File: src/rtl/store_queue.sv
// MEM-stage store queue: replicates store data across byte lanes, raises AdES on
// misaligned stores, buffers legal stores and drains them to the data-memory port.
module store_queue #(
    parameter int DATA_W = 32,
    parameter int ADDR_W = 32,
    parameter int DEPTH  = 4
) (
    input  logic                      clk,
    input  logic                      rst,
    input  logic                      req_valid,
    output logic                      req_ready,
    input  logic [ADDR_W-1:0]         req_addr,
    input  logic [DATA_W-1:0]         req_data,
    input  logic [1:0]                req_size,
    output logic                      exc_ades,
    output logic [ADDR_W-1:0]         exc_badvaddr,
    output logic                      mem_valid,
    input  logic                      mem_ready,
    output logic [ADDR_W-1:0]         mem_addr,
    output logic [DATA_W-1:0]         mem_wdata,
    output logic [DATA_W/8-1:0]       mem_wstrb,
    input  logic [ADDR_W-1:0]         ld_addr,
    output logic                      ld_hit,
    output logic                      empty,
    output logic [$clog2(DEPTH):0]    count
);
    localparam int LANES = DATA_W / 8;
    localparam int OFF_W = $clog2(LANES);
    localparam int PTR_W = $clog2(DEPTH);
    localparam int CNT_W = PTR_W + 1;
    localparam logic [ADDR_W-1:0] ALIGN_MASK = ~ADDR_W'(LANES - 1);

    typedef enum logic [1:0] {
        SIZE_BYTE  = 2'b00,
        SIZE_HALF  = 2'b01,
        SIZE_WORD  = 2'b10,
        SIZE_DWORD = 2'b11
    } storeSize_e;

    storeSize_e         size;
    logic [OFF_W-1:0]   off;
    logic               legal;
    logic [DATA_W-1:0]  replData;
    logic [LANES-1:0]   strobe;

    logic [ADDR_W-1:0]  addrMem [DEPTH];
    logic [DATA_W-1:0]  dataMem [DEPTH];
    logic [LANES-1:0]   strbMem [DEPTH];
    logic [PTR_W-1:0]   rdPtr;
    logic [PTR_W-1:0]   wrPtr;

    logic full;
    logic accept;
    logic enq;
    logic deq;

    assign size = storeSize_e'(req_size);
    assign off  = req_addr[OFF_W-1:0];

    always_comb begin
        legal    = 1'b0;
        replData = '0;
        strobe   = '0;
        case (size)
            SIZE_BYTE: begin
                legal    = 1'b1;
                replData = {LANES{req_data[7:0]}};
                strobe   = LANES'(1) << off;
            end
            SIZE_HALF: begin
                legal    = !off[0];
                replData = {(LANES/2){req_data[15:0]}};
                strobe   = LANES'(2'b11) << off;
            end
            SIZE_WORD: begin
                legal    = (off[1:0] == 2'b00);
                replData = {(LANES/4){req_data[31:0]}};
                strobe   = LANES'(4'hF) << off;
            end
            SIZE_DWORD: begin
                legal    = (DATA_W == 64) && (off == '0);
                replData = req_data;
                strobe   = '1;
            end
            default: ;
        endcase
    end

    assign full      = (count == CNT_W'(DEPTH));
    assign empty     = (count == '0);
    assign req_ready = !full;
    assign mem_valid = !empty;
    assign accept    = req_valid && req_ready;
    assign enq       = accept && legal;
    assign deq       = mem_valid && mem_ready;

    // The head slot is never rewritten while occupied, so a stalled beat stays stable.
    assign mem_addr  = addrMem[rdPtr];
    assign mem_wdata = dataMem[rdPtr];
    assign mem_wstrb = strbMem[rdPtr];

    always_ff @(posedge clk) begin
        if (enq) begin
            addrMem[wrPtr] <= req_addr & ALIGN_MASK;
            dataMem[wrPtr] <= replData;
            strbMem[wrPtr] <= strobe;
        end
    end

    always_ff @(posedge clk) begin
        if (rst) begin
            count        <= '0;
            rdPtr        <= '0;
            wrPtr        <= '0;
            exc_ades     <= 1'b0;
            exc_badvaddr <= '0;
        end else begin
            if (enq) wrPtr <= wrPtr + PTR_W'(1);
            if (deq) rdPtr <= rdPtr + PTR_W'(1);
            if (enq && !deq)      count <= count + CNT_W'(1);
            else if (!enq && deq) count <= count - CNT_W'(1);
            exc_ades <= accept && !legal;
            if (accept && !legal) exc_badvaddr <= req_addr;
        end
    end

    // Slot i is occupied when its distance from the head is below the occupancy.
    always_comb begin
        ld_hit = 1'b0;
        for (int unsigned i = 0; i < DEPTH; i++) begin
            if ((CNT_W'(PTR_W'(PTR_W'(i) - rdPtr)) < count) &&
                (addrMem[i] == (ld_addr & ALIGN_MASK)))
                ld_hit = 1'b1;
        end
    end
endmodule
File: config.mk
export PLATFORM = sky130hd
export DESIGN_NAME = store_queue
export DESIGN_NICKNAME = d
export VERILOG_FILES = /design/src/rtl/store_queue.sv
export SDC_FILE = /design/constraint.sdc
export NUM_CORES = 1
export LEC_CHECK = 0
export BUFFER_PORTS_ARGS = -buffer_cell sky130_fd_sc_hd__buf_2
export CAP_MARGIN = 20
export CORE_ASPECT_RATIO = 1.1
export CORE_MARGIN = 2
export CORE_UTILIZATION = 60
export CTS_CLUSTER_DIAMETER = 80
export DETAILED_ROUTE_END_ITERATION = 8
export PLACE_DENSITY_LB_ADDON = 0.15
export SYNTH_ARGS = -nofsm -noshare
export SYNTH_HDL_FRONTEND = slang
export SYNTH_SLANG_ARGS = --single-unit
File: constraint.sdc
create_clock -name clk -period 5.64 [get_ports clk]
set_clock_uncertainty 0.05 [all_clocks]
set_input_delay 0.282 -clock clk [delete_from_list [all_inputs] [get_ports clk]]
set_output_delay 0.282 -clock clk [all_outputs]
set_load 0.01 [all_outputs]
# After elaboration in Yosys (flattened, before gate mapping)
# Memory sizes are Yosys's and may differ from the RTL's. A register that Yosys moved wholly into a read port is not among the register bits.
# Index checks and enable logic that the tools add are counted.
# classes
reduce_logical	21
mul	0
n_shift	3
n_div	0
order_cmp	4
add_sub_neg	8
n_eq_ne	8
bitwise_logic	0
n_mux	17
# op_table
op	n
== test 32 bit	4
case mux 32 bit (3 select lines)	1
case mux 4 bit (4 select lines)	1
< comparator 2 x 3 -> 1 bit	4
two-way mux 2 bit	6
logical AND 1 bit	10
zero test 1 bit	6
two-way mux 1 bit	6
two-way mux 3 bit	2
adder 2 x 1 -> 2 bit (second input constant)	2
== test 2 bit (second input constant)	2
zero test 2 bit	2
case mux 1 bit (4 select lines)	1
left shift 1 x 2 -> 4 bit (first input constant)	1
left shift 2 x 2 -> 4 bit (first input constant)	1
left shift 4 x 2 -> 4 bit (first input constant)	1
subtractor 1 x 2 -> 2 bit (first input constant)	2
subtractor 2 bit (first input constant)	2
adder 3 x 1 -> 3 bit (second input constant)	1
== test 3 bit (second input constant)	1
zero test 3 bit	1
subtractor 3 x 1 -> 3 bit (second input constant)	1
== test 2 x 1 -> 1 bit (second input constant)	1
nonzero test 2 bit	1
OR reduction 2 bit	1
# word_totals
latch_bits	0
mem_bits_rw	264
register_bits	40
elab_cells	69
n_memories	3
output_inout_bits	108
romBits	0
# memory_table
memory	words	width	read_ports	rd_clocked_by_memory_dff	write_ports	line_no	text
dataMem	4	32	1	1	1	47	logic [DATA_W-1:0] dataMem [DEPTH];
addrMem	4	30	5	1	1	46	logic [ADDR_W-1:0] addrMem [DEPTH];
strbMem	4	4	1	1	1	48	logic [LANES-1:0] strbMem [DEPTH];

# Longest topological paths before layout
# logic_depth
ltp_word	8
depth_mapped	12

# Least setup slack after synthesis
# Ideal clock, no wire load.
# synth_timing
path_kind	in2reg
startpoint	input port req_size[1]
endpoint	memory addrMem[0][0] (netlist name) (enable)
t_arrival_ns	2.703
path_buffers	1
slack_ns	2.456
stages	7
required_ns	5.159
path_cell_list	inv_1 > ha_1 > inv_1 > a21oi_2 > o21ba_2 > buf_2 > and2_1
# synth_between
elab_chain_len	5
# synth_rtl
item	line_no	text
start, declared	14	input logic [1:0] req_size,
== test 2 bit, or another cell as far along	64	case (size)
case mux 1 bit (4 select lines) *	64	
logical AND 1 bit *	94	assign enq = accept && legal;
via enq	54	logic enq;
two-way mux 1 bit *	103	if (enq) begin
two-way mux 1 bit (implied by the code) *	104	addrMem[wrPtr] <= req_addr & ALIGN_MASK;
end, declared	46	
# The timed path passes the listed nets; every way through them passes the cells marked *.

==> impl_metrics.ini <==
[status]
outcome = finished, final reports clean

[critical_path]
crit_cells = 3
rr_startpoint = count[0]$_SDFFE_PP0P_
reg2regPathDepth = 5
cpMaxStageDelayCell = dfxtp_4
crit_chain = buf_4 -> mux4_2 -> buf_2
cp-end-kind = output pin
cp_max_fo = 44
reg2reg_slack_ps = 2930
crit_buf_inv = 2
path_class = reg2out
timing.rr.end = dataMem[2][10]$_DFFE_PP_
slowest_delay_ps = 940
crit_family = flip-flops
required_ps = 5310
start_kind = flip-flop
cp-endpoint = mem_wdata[22]
arrival_ps = 2820

[global_route]
grt_pass1_wl_um = 46400
grt_overflow = 0
grt_util_all_layers_pct = 28.1
grt_max_degree = 52
antenna_found_initial = 1
grt_pass1_vias = 8013

[clocking]
clock_path_buffers = 3
cts_sinks = 306
numCtsBuffers = 29
h-tree-depth = 1
insertion_delay_ps = 530
cts_root_buf = clkbuf_16
clk_pin_slew_ps = 60
tritoncts = yes

[sta]
finalSetupViolCount = 0
max_freq_ghz = 0.317
setup_tns_ps = 0
period_share_pct = 55.9
slew_viol_final = 0
max_slew_margin_pct = 27.1
layout_setup_ws_ps = 2490
worstMarginPinSlew_ps = 1090
rsz0062_at_grt = no
min_period_ps = 3150
hold_viol_final = 0

[hold_path]
hp-class = in2reg
hold_path_depth = 1

[power_and_ir_drop]
power_w = 0.00577
power_per_cell_area_mw_per_mm2 = 368
irDropWorstVdd_uv = 293
p_leak_nw = 5.73

[routing]
drtIter0Drc = 459
ant_nets = 0
avgRoutedWirePerCell_um = 24.3
vias_per_cell = 5.77
drc = 0
dr.pass1.iters = 7
routed_wl_um = 32000
vias = 7603

[finish]
area_growth_pct = 20.6
fillers = 1383
layout_commonest_cell = edfxtp_1
finalInstanceArea_mm2 = 0.0157
layout_common_cells = edfxtp_1 (264), buf_2 (205), xor2_1 (106), mux4_2 (66), nor2_1 (46)
fin_cells = 1317
final_layout_size_suffix_gt1_share_pct = 32.7
fin_nets = 1119

[place]
port_buffers = 205
placed_area_mm2 = 0.0143
place_inst = 1226
pre_cts_ws_ps = 2320
place_congestion = 0.930
hpwlAfterDp_um = 22000

[logic_synthesis]
synth_area_mm2 = 0.0130
syn_avg_cell_area_um2 = 17.4
yosysUniqueCellTypes = 40
netlist.area_leader.share_pct = 60.9
synth_area_leader_cell = edfxtp_1
synth_cells = 748
yosysWarnings = 0
ys_seq_area_share_pct = 67.4
synth_edf_count = 264
ys.flop_type = edfxtp_1
synth_area_leaders = edfxtp_1 (61%), mux4_2 (11%), xor2_1 (7.1%)
ys_ff_latch = 306
async_flop_share_pct = 0

[die]
core_area_mm2 = 0.0213
initial_utilization_pct = 61.1
ios = 210
fp-row-count = 56
die_h_um = 158
die_w_um = 144
dieArea_mm2 = 0.0229

[run]
cap_violations = 0
==> power by group <==
part / total [W] / switching [W] / internal (W)
Clock: 0.00200 / 0.000799 / 0.00120
Combinational: 0.00107 / 0.000565 / 0.000503
Sequential: 0.00270 / 0.000115 / 0.00259
==> state kept, by name (all words and copies together) (netlist names), named ones only <==
register	cells
rdPtr	2
count	3
dataMem	128
addrMem	120
exc_badvaddr	32
exc_ades	1
wrPtr	2
strbMem	16
==> per-stage QoR <==
| stage | util (%) | hold WS, ps |
|---|---|---|
| 5_1_grt | 73.6 | 19.4 |
| 3_5_place_dp | 67.3 | 427 |
| 2_1_floorplan | - | 331 |
| 6_report | 73.7 | 42.4 |
| 3_3_place_gp | 67.3 | 416 |
| 4_1_cts | 73.6 | 18.5 |
==> area by class of cell <==
cell class,instances,area (um2),share of cell area (%)
Multi-Input combinational cell,394,4020,25.6
Clock inverter,15,200,1.28
Antenna cell,2,5.00,0.0319
Clock buffer,38,779,4.97
Inverter,20,75.1,0.479
Sequential cell,306,8770,55.9
Timing Repair Buffer,252,1470,9.36
Tap cell,290,363,2.31
==> timing repair <==
| item | CTS | global route |
|---|---|---|
| endpoints found under the setup margin | 0 | 0 |
| buffers inserted | 0 | 0 |
| hold buffers | 36 | 0 |
| hold endpoints to repair | 151 | 0 |
| gates resized for setup | 0 | 0 |
==> cell families after synthesis <==
logic type      count (synthesis)  share of synthesized area (%)
mux                           102                           14.2
buf+inv                        49                           1.73
fa+ha+maj                      14                           1.40
simple gates                  106                           4.15
flops                         306                           67.4
compound gates                 44                           2.61
other cells                     1                         0.0288
xor+xnor                      126                           8.48
==> worst register-to-register path: stages (launching register included) <==
cell and delay (ps):
dfxtp_1 480, or3b_4 210, nand2_4 60, o21ba_2 320, and2_2 760, buf_4 480
==> Yosys cell counts (all sizes together) (2+ instances only) <==
cell type	instances
edfxtp	264
xor2	106
mux4	66
nor2	46
dfxtp	42
mux2i	36
nor4	24
inv	20
xnor2	20
buf	17
a22o	14
ha	13
clkbuf	12
a21oi	11
nand2	8
nand3	7
nand4	7
a222oi	5
a2111oi	4
and2	4
nor3	4
o21ai	4
o21bai	2
or3	2
==> metal layers <==
metal | routed length [um] | share of wire, % | GRT usage, % | up-vias
met2 | 17100 | 53 | 50.7 | 300
met4 | 987 | 3.1 | 9.43 | 0
met1 | 11500 | 36 | 33.5 | 3845
met3 | 2390 | 7.5 | 6.26 | 45
met5 | 0 | 0 | 0 | -
li1 | - | - | - | 3413
==> how the worst min path moves through the flow <==
stage | start | end | slack, ps
after floorplan | req_addr[2] | addrMem[0][0]$_DFFE_PP_ | 330
after global placement | exc_badvaddr[7]$_SDFFE_PP0P_ | exc_badvaddr[7]$_SDFFE_PP0P_ | 420
after detailed placement | exc_badvaddr[19]$_SDFFE_PP0P_ | exc_badvaddr[19]$_SDFFE_PP0P_ | 430
after CTS | req_data[0] | dataMem[0][0]$_DFFE_PP_ | 20
after global routing | req_data[0] | dataMem[3][0]$_DFFE_PP_ | 20
final | req_data[0] | dataMem[1][0]$_DFFE_PP_ | 40
Power figures use the tool's default switching activity.
